`config.mk`:
```
export PLATFORM = sky130hd
export DESIGN_NAME = count_ctrl
export DESIGN_NICKNAME = d
export VERILOG_FILES = /design/src/rtl/count_ctrl.sv
export SDC_FILE = /design/constraint.sdc
export NUM_CORES = 1
export LEC_CHECK = 0
export CORE_UTILIZATION = 48
export CTS_BUF_LIST = sky130_fd_sc_hd__clkbuf_8 sky130_fd_sc_hd__clkbuf_16
export DETAILED_ROUTE_END_ITERATION = 6
export GPL_TIMING_DRIVEN = 0
export PLACE_DENSITY = 0.83
export REMOVE_ABC_BUFFERS = 1
export SLEW_MARGIN = 10
export SYNTH_ARGS = -nofsm -noshare
export SYNTH_HDL_FRONTEND = slang
export SYNTH_SLANG_ARGS = --single-unit
```
`constraint.sdc`:
```
create_clock -name clk -period 2.38 [get_ports clk]
set_input_delay 0.714 -clock clk [delete_from_list [all_inputs] [get_ports clk]]
set_output_delay 0.714 -clock clk [all_outputs]
set_load 0.005 [all_outputs]
```
`src/rtl/count_ctrl.sv`:
```
// Purpose : start/stop/pause/step control and prescaled count strobe for a WIDTH-bit counter.
// Latency : commands act on the next clock edge; enable is a registered tick gated combinationally by the terminal-value hit.
// Backpress: none; commands are single-cycle levels, and a stalled counter is expressed as enable held low.
//
// Ports:
//   clk, reset        - rising-edge clock, asynchronous active-low reset
//   start/stop/step   - run control commands (priority clear_req > stop > start > step)
//   clear_req         - clear the counter and return to IDLE
//   div               - RUN produces one enable every div+1 cycles
//   stop_at_en/_val   - halt counting when q_in reaches stop_at_val
//   q_in              - live counter value
//   enable, clr       - count strobe and one-cycle synchronous clear to the counter
//   state, done       - 0 IDLE, 1 RUN, 2 PAUSE, 3 DONE; done while in DONE
module count_ctrl #(
    parameter int WIDTH      = 4,
    parameter int PRESCALE_W = 8
) (
    input  logic                  clk,
    input  logic                  reset,
    input  logic                  start,
    input  logic                  stop,
    input  logic                  step,
    input  logic                  clear_req,
    input  logic [PRESCALE_W-1:0] div,
    input  logic                  stop_at_en,
    input  logic [WIDTH-1:0]      stop_at_val,
    input  logic [WIDTH-1:0]      q_in,
    output logic                  enable,
    output logic                  clr,
    output logic [1:0]            state,
    output logic                  done
);

    typedef enum logic [1:0] {
        ST_IDLE  = 2'd0,
        ST_RUN   = 2'd1,
        ST_PAUSE = 2'd2,
        ST_DONE  = 2'd3
    } state_t;

    localparam logic [PRESCALE_W-1:0] PRE_ONE = 1;

    state_t                state_q, state_d;
    logic [PRESCALE_W-1:0] pre_cnt_q, pre_cnt_d;
    logic                  tick_q, tick_d;
    logic                  clr_q, clr_d;
    logic                  hit;

    assign hit    = stop_at_en && (q_in == stop_at_val);
    // Gating the registered tick with the live hit keeps the counter from
    // ever stepping past the terminal value, including on single steps.
    assign enable = tick_q & ~hit;
    assign clr    = clr_q;
    assign state  = state_q;
    assign done   = (state_q == ST_DONE);

    always_ff @(posedge clk or negedge reset) begin
        if (!reset) begin
            state_q   <= ST_IDLE;
            pre_cnt_q <= '0;
            tick_q    <= 1'b0;
            clr_q     <= 1'b0;
        end else begin
            state_q   <= state_d;
            pre_cnt_q <= pre_cnt_d;
            tick_q    <= tick_d;
            clr_q     <= clr_d;
        end
    end

    always_comb begin
        state_d   = state_q;
        pre_cnt_d = pre_cnt_q;
        tick_d    = 1'b0;
        clr_d     = 1'b0;

        if (clear_req) begin
            clr_d     = 1'b1;
            pre_cnt_d = '0;
            state_d   = ST_IDLE;
        end else begin
            unique case (state_q)
                ST_IDLE: begin
                    // stop outranks start, so a stop here swallows the cycle.
                    if (!stop) begin
                        if (start) begin
                            state_d   = ST_RUN;
                            pre_cnt_d = '0;
                        end else if (step) begin
                            tick_d = 1'b1;
                        end
                    end
                end
                ST_RUN: begin
                    if (stop) begin
                        state_d = ST_PAUSE;
                    // While our clear pulse is out, q_in still shows the old
                    // value; ignore hit so a restart from DONE is not undone.
                    end else if (hit && !clr_q) begin
                        state_d   = ST_DONE;
                        pre_cnt_d = '0;
                    end else if (pre_cnt_q == div) begin
                        tick_d    = 1'b1;
                        pre_cnt_d = '0;
                    end else begin
                        // Wraps naturally if div was lowered below pre_cnt.
                        pre_cnt_d = pre_cnt_q + PRE_ONE;
                    end
                end
                ST_PAUSE: begin
                    if (!stop) begin
                        if (start) begin
                            state_d = ST_RUN;
                        end else if (step) begin
                            tick_d = 1'b1;
                        end
                    end
                end
                ST_DONE: begin
                    if (!stop && start) begin
                        clr_d     = 1'b1;
                        state_d   = ST_RUN;
                        pre_cnt_d = '0;
                    end
                end
                default: state_d = ST_IDLE;
            endcase
        end
    end

endmodule

```
======== Word-level counts from Yosys, hierarchy flattened ========
Index checks and enable logic that the tools add are counted.
word-level totals
  flip-flop bits (word level) ............. 12
  output and inout port bits .............. 5
  word-level logic and storage cells ...... 55
  input bits .............................. 23
cells by class
  add/subtract/negate cells ............... 1
  equal/unequal tests ..................... 12
  bitwise logic cells ..................... 2
  reduce and logical (&&, ||, !) cells .... 10
  multiplexer cells ....................... 26
operators with widths
  operator                                                                 count
  8-bit 2-to-1 mux                                                         7
  8-bit case mux with 3 select lines                                       1
  2-bit 2-to-1 mux                                                         6
  1-bit 2-to-1 mux                                                         10
  3-bit inequality test, second input constant                             3
  8-bit by 1-bit adder with 8-bit output, second input constant            1
  8-bit == test                                                            1
  3-bit by 2-bit inequality test with 1-bit output, second input constant  2
  2-bit case mux with 3 select lines                                       1
  5-bit AND reduction                                                      1
  2-bit == test, second input constant                                     2
  4-bit == test                                                            1
  4-bit inequality test, second input constant                             1
  4-bit AND reduction                                                      1
  4-bit nonzero test                                                       1
  1-bit logical AND                                                        3
  3-bit by 1-bit inequality test with 1-bit output, second input constant  1
  2-bit by 1-bit == test with 1-bit output, second input constant          1
  1-bit logical NOT                                                        2
  2-bit logical NOT                                                        1
  1-bit case mux with 2 select lines                                       1
  2-bit OR reduction                                                       1
  1-bit AND                                                                1
  1-bit inverter                                                           1

======== Logic depth before layout (Yosys ltp) ========
Gate-level depths: netlist (run 1).
  depth in word-level cells ............... 7
  mapped depth ............................ 6
  gate-level depth less buffers ........... 6

======== Worst setup path before layout (run 1) ========
OpenSTA, ideal clock, no wires.
  path kind ............................... input to output
  from .................................... input stop_at_val[2]
  to ...................................... output enable
  stages on the path ...................... 3
  required time ........................... 1.666 ns
  data arrival time ....................... 1.240 ns
  setup slack ............................. 0.426 ns
  buffers on the path ..................... 0
  path through ............................ xnor2_1 nand3_1 o21a_1
between the ends
  word-level cells in the longest chain between the ends .. 4
ends and longest elaborated chain
  what               RTL line  text
  from (decl)        26        input logic [WIDTH-1:0] stop_at_val,
  4-bit == test      49        assign hit = stop_at_en && (q_in == stop_at_val);
  1-bit logical AND  49
  1-bit inverter     52        assign enable = tick_q & ~hit;
  1-bit AND          52
  to (decl)          28        output logic enable,
No other way between the ends.

======== Worst setup path after layout (run 1) ========
  from .................................... input stop_at_val[1]
  to ...................................... output enable
The elaborated chain is that of the path after synthesis.

==> run summary, run 1 <==
Final setup fails: 1
Num CTS Buffers: 3
Syn avg cell area: 9.19 µm²
Pleak: 0.551 nW
Worst EP arrival: 1.70 ns
DP Area: 1130 µm²
Post-DP HPWL: 1480 µm
Root buf cell: clkbuf_8
Max-capacitance violation count: 0
WL/cell: 17.1 µm
Slowest-stage cell, CP: clkdlybuf4s50_1
Starting Density: 54.2%
Dpl ws: -0.522 ns
Worst setup margin: -0.0378 ns
GRT Util Overall: 26.2%
Power per cell area: 442 nW/µm²
YS warnings: 0
Final nets: 149
FILL cells: 111
Top cell type's share of synthesized area: 35.1%
CP Launch Type: primary input
Vias in the first global route: 848
I/O pins: 28
Clk_skew: 0.00168 ns
Slew Viols, Final: 0
Fin. Hold Viols: 0
Final wirelength: 2400 µm
CP Capture Type: output pin
RSZ-0062 raised after global routing: true
Power Total: 560 µW
Clock sinks: 12
Port Buf Inserts: 27
Worst path cell trace: clkdlybuf4s50_1, nand2b_1, nand3_2, o21a_1, clkbuf_2
CTS Buffer Depth: 2
Routability Congestion: 0.780
Final Cycle Share: 102%
Worst vdd ir: 0.000463 V
Pin count of the biggest net entering global routing: 17
CTS clock-pin slew for the worst setup and hold paths: 0.06 ns
H-tree levels: 1
Mapped Cells: 93
Initial antenna violation count: 0
Worst skew pair latency: 0.25 ns
Row Count: 14
CP max FO: 2
Area of the mapped netlist: 855 µm²
Fin Hold WS: 0.576 ns
Violated checks: design-rule violations, negative setup slack
Clock tree from TritonCTS: built
Routed Antenna Nets: 0
Worst slew pin tran: 0.582 ns
Fin area: 1270 µm²
Synth area leaders: dfrtp_1 35%, xnor2_1 11%, nand2_1 4.8%, a211oi_1 4.4%, a21o_1 3.5%
DIE AREA: 1950 µm²
Cell variety after synth: 34
Drt drc: 2
Diode count: 0
Sequential-to-total area share from yosys stat: 35.1%
Largest stage delay, worst path: 0.48 ns
CP Data Required Time: 1.67 ns
Setup TNS: -0.0378 ns
Max Fclk: 414 MHz
Critical path class: primary input to output pin
Final Critical Period: 2.42 ns
Final core utilization: 80.4%
Hold_buf cts: 0
Chip height: 44.2 µm
Die X-Extent: 44.2 µm
Largest area contributor in the synthesized netlist: dfrtp_1
Vias per std cell: 6.08
First-pass GRT wire length: 3730 µm
Outcome: finished, violations left
Tightest Hold Check Type: flop to flop
Congestion Overflow GR: 0
Routed vias: 851
Area Growth Syn to Fin: 48.3%
Synthesized flop and latch total: 12
Core area: 1580 µm²
First-pass DRT Iterations: 7
Fin cells: 140
Max-slew headroom: 61.1%
Starting DRT DRC Count: 18
Layout cells sized above 1: 16.1%
Cells after DPL: 133
-- what timing repair did --
| item | CTS | global route |
|---|---|---|
| gates resized for setup | 7 | 10 |
| setup endpoints to repair | 7 | 7 |
| pin swaps | 5 | 3 |
| setup buffers | 2 | 1 |
-- where the power goes --
part	total (mW)	internal, mW	leakage (nW)	switching, mW
Sequential	0.216	0.208	0.164	0.00756
Combinational	0.113	0.0656	0.358	0.0475
Clock	0.232	0.147	0.0288	0.0849
-- logic make-up (layout without fill, tap and decap cells) --
kind of cell / Yosys count / in the layout / synth area share, %
DFF: 12 / 12 / 35.1
buffers and inverters: 4 / 35 / 2.20
adders and majority gates: 1 / 1 / 1.46
AOI/OAI and AO/OA: 23 / 23 / 21.8
and+or+nand+nor: 42 / 42 / 28.1
xor gates and xnor gates: 11 / 11 / 11.3
-- cell usage after synthesis, drive strengths merged --
cell,count
a211oi,5
a21o,5
a21oi,3
a311oi,1
a31o,1
and2,2
and3,1
buf,2
clkbuf,1
dfrtp,12
ha,1
inv,1
nand2,11
nand2b,4
nand3,6
nand3b,1
nand4,3
nor2,3
nor3,1
nor3b,1
nor4b,1
o21a,1
o21ai,4
o311a,1
o311ai,1
o31ai,1
or2,1
or2b,1
or3,4
or3b,1
or4,1
xnor2,11
-- cells in the final DEF, fill, tap and decap left out, drive strengths merged, types with 2 or more instances in the layout --
cell type       n
a211oi          5
a21o            5
a21oi           3
and2            2
buf             3
clkbuf          5
clkdlybuf4s50  19
dfrtp          12
dlygate4sd2     2
dlymetal6s2s    5
nand2          11
nand2b          4
nand3           6
nand4           3
nor2            3
o21ai           4
or3             4
xnor2          11
-- flip-flops by register name, summed over array words and instances, names as in the netlist --
name,cells
clr,1
tick_q,1
state,2
pre_cnt_q,8
-- layout make-up --
cell class              instances  area (µm²)  area share (%)
well taps                      16        20.0            1.58
multi-input cells              77         578            45.6
inverters                       1        3.75           0.296
repair buffers                 30         310            24.5
flip-flops and latches         12         300            23.7
clock buffers                   4        55.1            4.34
-- worst paths after layout --
path                       slack [ns]            from            to  cells after the start
hold / removal                   0.58    pre_cnt_q[6]  pre_cnt_q[6]                      1
hold reg to reg                  0.58    pre_cnt_q[6]  pre_cnt_q[6]                      1
min in group asynchronous        0.83           reset  pre_cnt_q[4]                      1
max in group asynchronous        1.17           reset           clr                      1
setup / recovery                -0.04  stop_at_val[1]        enable                      5
setup reg to reg                 0.58        state[1]  pre_cnt_q[5]                      6
-- critical path: cells and delay by family --
| family | cells | cell delay, ns |
|---|---|---|
| AO/OA/AOI/OAI | 1 | 0.19 |
| buffers and inverters | 2 | 0.58 |
| AND/OR/NAND/NOR | 2 | 0.22 |
-- metal layers --
| layer | up-vias | routed length (µm) | GRT usage, % |
|---|---|---|---|
| met2 | 25 | 1330 | 50.9 |
| met1 | 419 | 928 | 27.6 |
| met4 | 0 | 34 | 8.48 |
| met3 | 5 | 105 | 5.31 |
| met5 | - | 0 | 0 |
| li1 | 402 | - | - |
No activity file was read; power rests on OpenSTA's default activity.
==> inputs of run 2 (changes only) <==
--- a/config.mk
+++ b/config.mk
@@ -7,6 +7,7 @@
 export LEC_CHECK = 0
 export CORE_UTILIZATION = 48
 export CTS_BUF_LIST = sky130_fd_sc_hd__clkbuf_8 sky130_fd_sc_hd__clkbuf_16
+export CTS_CLUSTER_DIAMETER = 30
 export DETAILED_ROUTE_END_ITERATION = 6
 export GPL_TIMING_DRIVEN = 0
 export PLACE_DENSITY = 0.83
==> constraint.sdc (replaced) <==
create_clock -name clk -period 2.38 [get_ports clk]
set_input_delay 0.476 -clock clk [delete_from_list [all_inputs] [get_ports clk]]
set_output_delay 0.476 -clock clk [all_outputs]
set_load 0.005 [all_outputs]
==> run summary, run 2 (synthesized netlist as in run 1, its figures left out) <==
Outcome: finished, violations left (unchanged)
Violated checks: design-rule violations (was design-rule violations, negative setup slack)
Vias per std cell: 6.02 (was 6.08)
WP buf/inv: 2 (unchanged)
Initial antenna violation count: 0 (unchanged)
Row Count: 14 (unchanged)
CP max FO: 4 (was 2)
Core area: 1580 µm² (unchanged)
Vias in the first global route: 808 (was 848)
Tightest Hold Check Type: flop to flop (unchanged)
R2R Setup Slk: 0.57 ns (was 0.58 ns)
RSZ-0062 raised after global routing: true (unchanged)
Setup TNS: 0 ns (was -0.0378 ns)
Worst Hold End: pre_cnt_q[7] (was pre_cnt_q[6])
Top sig layer: met4 (unchanged)
Crit Reg-Reg Startpoint: state[1] (unchanged)
Post-DP HPWL: 1480 µm (unchanged)
CTS clock-pin slew for the worst setup and hold paths: 0.06 ns (about the same)
Clock sinks: 12 (unchanged)
Max-slew headroom: 57.6% (was 61.1%)
Fin area: 1220 µm² (was 1270 µm²)
Largest stage delay, worst path: 0.43 ns (was 0.48 ns)
Most common cell after layout, fill and taps aside: clkdlybuf4s50_1 (unchanged)
Metal2 WL: 1170 µm (was 1330 µm)
Worst vdd ir: 0.000462 V (was 0.000463 V)
Routed Antenna Nets: 0 (unchanged)
Final Cycle Share: 99.5% (was 102%)
Routability Congestion: 0.780 (unchanged)
Dpl ws: -0.200 ns (was -0.522 ns)
Final core utilization: 77.3% (was 80.4%)
DRT met1 WL: 819 µm (was 928 µm)
Worst hold stages: 2 (was 1)
Max-capacitance violation count: 0 (unchanged)
WL/cell: 15.6 µm (was 17.1 µm)
Fin. Hold Viols: 0 (unchanged)
Starting Density: 54.2% (unchanged)
DIE AREA: 1950 µm² (unchanged)
Worst slew pin tran: 0.636 ns (was 0.582 ns)
First-pass GRT wire length: 3520 µm (was 3730 µm)
Final nets: 146 (was 149)
Area Growth Syn to Fin: 42.6% (was 48.3%)
Worst EP arrival: 1.89 ns (was 1.70 ns)
Final setup fails: 0 (was 1)
Clk_skew: 0.00203 ns (was 0.00168 ns)
Largest Register: pre_cnt_q (unchanged)
WP depth: 5 (unchanged)
CP Capture Type: output pin (unchanged)
CP Launch Type: primary input (unchanged)
Slowest-stage cell, CP: clkdlybuf4s50_1 (unchanged)
First-pass DRT Iterations: 6 (was 7)
CP top delay family: buffers and inverters (unchanged)
DP Area: 1130 µm² (unchanged)
I/O pins: 28 (unchanged)
Clock tree from TritonCTS: built (unchanged)
Critical path class: primary input to output pin (unchanged)
Root buf cell: clkbuf_8 (unchanged)
Hold_sp: pre_cnt_q[7] (was pre_cnt_q[6])
Congestion Overflow GR: 0 (unchanged)
Final wirelength: 2140 µm (was 2400 µm)
Diode count: 0 (unchanged)
H-tree levels: 1 (unchanged)
Port Buf Inserts: 27 (unchanged)
Most frequent cell on the critical path: clkdlybuf4s50_1
Die X-Extent: 44.2 µm (unchanged)
Worst r2r path cells: 5 (was 6)
Pleak: 0.497 nW (was 0.551 nW)
Post-CTS setup buffers: 0 (was 2)
CP Data Required Time: 1.90 ns (was 1.67 ns)
Worst skew pair latency: 0.25 ns (about the same)
Most frequent cells in the layout: 25 x clkdlybuf4s50_1, 12 x dfrtp_1, 11 x nand2_1 (was 19 x clkdlybuf4s50_1, 12 x dfrtp_1, 11 x nand2_1)
Max Fclk: 422 MHz (was 414 MHz)
Final Critical Period: 2.37 ns (was 2.42 ns)
Flip-flop count of the largest register after layout: 8 (unchanged)
Slew Viols, Final: 0 (unchanged)
Worst setup margin: 0.0124 ns (was -0.0378 ns)
Power per cell area: 450 nW/µm² (was 442 nW/µm²)
Metal3 WL: 103 µm (was 105 µm)
Chip height: 44.2 µm (unchanged)
Routed vias: 825 (was 851)
CTS Buffer Depth: 2 (unchanged)
Num CTS Buffers: 3 (unchanged)
Drt drc: 2 (unchanged)
Layout cells sized above 1: 11.6% (was 16.1%)
Starting DRT DRC Count: 12 (was 18)
Worst path cell trace: clkdlybuf4s50_1, xnor2_1, nand3_2, o21a_1, clkdlybuf4s50_1 (was clkdlybuf4s50_1, nand2b_1, nand3_2, o21a_1, clkbuf_2)
FF-to-FF End: pre_cnt_q[2] (was pre_cnt_q[5])
Pin count of the biggest net entering global routing: 17 (unchanged)
GRT Util Overall: 24.6% (was 26.2%)
-- run 2: changes by cell type in the layout (fill, tap and decap cells not counted), sizes merged --
cell / delta
clkdlybuf4s50: +6
dlygate4sd2: -2
clkbuf: -1
dlymetal6s2s: -3
buf: -3
-- run 2: how the worst max path moves through the flow --
stage | startpoint | end | slack (ns)
floorplan | start | pre_cnt_q[2] | 0.60
global placement | start | pre_cnt_q[2] | -0.13
detailed placement | start | pre_cnt_q[2] | -0.20
CTS | stop_at_val[2] | enable | 0.0006
global route | q_in[0] | enable | -0.05
finish | q_in[0] | enable | 0.01
-- run 2: per-stage QoR --
stage	power, mW	cells	hold slack [ns]
final	0.548	137	0.570
after global placement	0.310	133	0.537
after floorplan	0.254	90	0.180
after detailed placement	0.312	133	0.560
after global routing	0.564	137	0.632
after CTS	0.547	137	0.572
-- run 2: metal layers --
layer	up-vias	track usage, %
met5	-	0
met4	0	8.48
met3	7	4.90
met2	24	45.9
met1	398	27.5
li1	396	-
-- run 2: report_power, final --
part / switching, mW / total, mW / internal (mW) / leakage [nW]
combinational: 0.0418 / 0.0998 / 0.0580 / 0.304
sequential: 0.00714 / 0.215 / 0.208 / 0.164
clock: 0.0865 / 0.233 / 0.147 / 0.0288
-- run 2: final cells by class --
type / count / area (µm²)
Multi-Input combinational cell: 77 / 564
Fill cell: 116 / 358
Sequential cell: 12 / 300
Timing Repair Buffer: 27 / 275
Clock buffer: 4 / 55.1
Tap cell: 16 / 20.0
Inverter: 1 / 3.75
-- run 2: repair_timing --
action                                  in CTS  in global routing
endpoints found under the hold margin        0                  0
pin swaps                                    1                  3
hold buffers                                 0                  0
gates resized for setup                      2                  4
endpoints found under the setup margin       1                  7
-- run 2: worst min-delay path, delay by kind of cell, from the launching register on --
| family | cells | cell delay [ns] |
|---|---|---|
| DFF | 1 | 0.40 |
| AOI/OAI and AO/OA | 1 | 0.07 |
| and+or+nand+nor | 1 | 0.06 |
==> edit (settings of run 2) <==
Make the reset (`reset`) synchronous in one clocked block. Comments in the files are not updated.
--- a/src/rtl/count_ctrl.sv
+++ b/src/rtl/count_ctrl.sv
@@ -54,7 +54,7 @@
     assign state  = state_q;
     assign done   = (state_q == ST_DONE);
 
-    always_ff @(posedge clk or negedge reset) begin
+    always_ff @(posedge clk) begin
         if (!reset) begin
             state_q   <= ST_IDLE;
             pre_cnt_q <= '0;
Behaviour: differs if reset is asserted again (counterexample within 4 cycles, from zero or initial values and one cycle with reset low); with reset held inactive, the same outputs for 10 cycles.
==> edit against run 2 <==
- first-iteration DRC count is 92% higher
- total power is 1.2% higher
- die area is 2.4% higher
- core utilization is 4.5 points lower
- critical path depth stayed put
- global-route usage is 1.2 points lower
- worst setup slack better by 0.079 ns
- count of clock-buffer cells in the layout stayed put
- via count is 19% higher
- routed wire length is 7.7% higher
- synthesized area is 2.5% higher
- design area is 3.1% higher
- sequential share of layout area is 5.5 points lower
- sequential cell count stayed put
- largest power group unchanged
==> edit: results (changes against run 2) <==
| Metric | Value |
|---|---|
| Drt via density | `5.89 (-2.2%)` |
| Ys async rst share | `0% (-100 points)` |
| Aggregate global-route resource usage | `23.4% (-1.2 points)` |
| GPL Wtd Cong | `0.852 (+9.3%)` |
| Met3 Use GR | `8.40% (+3.5 points)` |
| Worst IR Drop VDD | `0.349 mV (-24%)` |
| DP HPWL | `1700 um (+15%)` |
| Vias | `978 (+19%)` |
| Vias in the first global route | `852 (+5.4%)` |
| Setup Skew | `0.00989 ns (+0.00787 ns)` |
| Met3 wire length | `164 um (+59%)` |
| Routed wire length | `2300 um (+7.7%)` |
| CP max FO | `2 (-2)` |
| Router iterations before antenna repair | `5 (-1)` |
| Commonest cells post-synth | `xor2_1 (13), dfxtp_1 (12), nand2_1 (9)` |
| Layout Nets | `170 (+16%)` |
| Filler cell count | `141 (+22%)` |
| First-pass GRT wire length | `3350 um (-4.7%)` |
| Share of cells above drive strength 1 | `9.93% (-1.6 points)` |
| DP Cell Count | `159 (+20%)` |
| Status | `completed` |
| Crit path DAT | `1.81 ns (-0.08 ns)` |
| Netlist cell types | `29 (-15%)` |
| Top cell type's share of synthesized area | `27.4% (-7.7 points)` |
| Place WS | `-0.199 ns (+0.000916 ns)` |
| Worst slew margin | `73.7% (+16 points)` |
| Met2 global-route usage | `42.6% (-3.2 points)` |
| Wl on met1 | `940 um (+15%)` |
[edit: timing repair]
| item | in CTS | in global routing |
|---|---|---|
| gates cloned | 0 | 0 |
| pin swaps | 1 | 0 |
| setup buffers | 1 | 2 |
| gates resized for setup | 4 | 0 |
| endpoints found under the setup margin | 1 | 3 |
[edit: final timing paths]
kind,from,end,slack (ns),cells past startpoint
hold reg to reg,pre_cnt_q[1],pre_cnt_q[1],0.51,2
hold / removal,pre_cnt_q[1],pre_cnt_q[1],0.51,2
setup reg to reg,state[1],pre_cnt_q[2],0.40,7
setup / recovery,stop_at_val[1],enable,0.09,5
[edit: final cells by class]
class | count | area [um2] | share of cell area [%]
Sequential cell | 12 | 240 | 19.1
Tap cell | 25 | 31.3 | 2.49
Inverter | 4 | 15.0 | 1.20
Timing Repair Buffer | 30 | 292 | 23.2
Clock buffer | 4 | 55.1 | 4.38
Multi-Input combinational cell | 91 | 623 | 49.6
[edit: where the power goes]
part	switching (uW)	total, uW	internal, uW
clock network	80.3	227	146
registers	3.23	208	205
logic	57.2	120	63.2
[edit: kinds of logic (layout without fill, tap and decap cells)]
kind of cell	Yosys count	after routing	share of synthesized area, %
compound gates	22	22	17.6
xor+xnor	13	13	13.0
fa+ha+maj	5	5	7.14
buf+inv	7	38	3.00
flops	12	12	27.4
simple gates	51	51	31.9
[edit: per-stage QoR]
stage | util, % | power, uW | setup TNS, ns
floorplan | - | 265 | 0
global placement | 67.5 | 320 | -0.244
detailed placement | 67.5 | 325 | -0.539
CTS | 71.9 | 558 | 0
global route | 72.8 | 579 | 0
finish | 72.8 | 555 | 0
[edit: critical path: cells and delay by family]
family / cells / cell delay, ns
and+or+nand+nor: 1 / 0.32
AOI/OAI and AO/OA: 1 / 0.10
buffers and inverters: 2 / 0.71
xor gates and xnor gates: 1 / 0.19
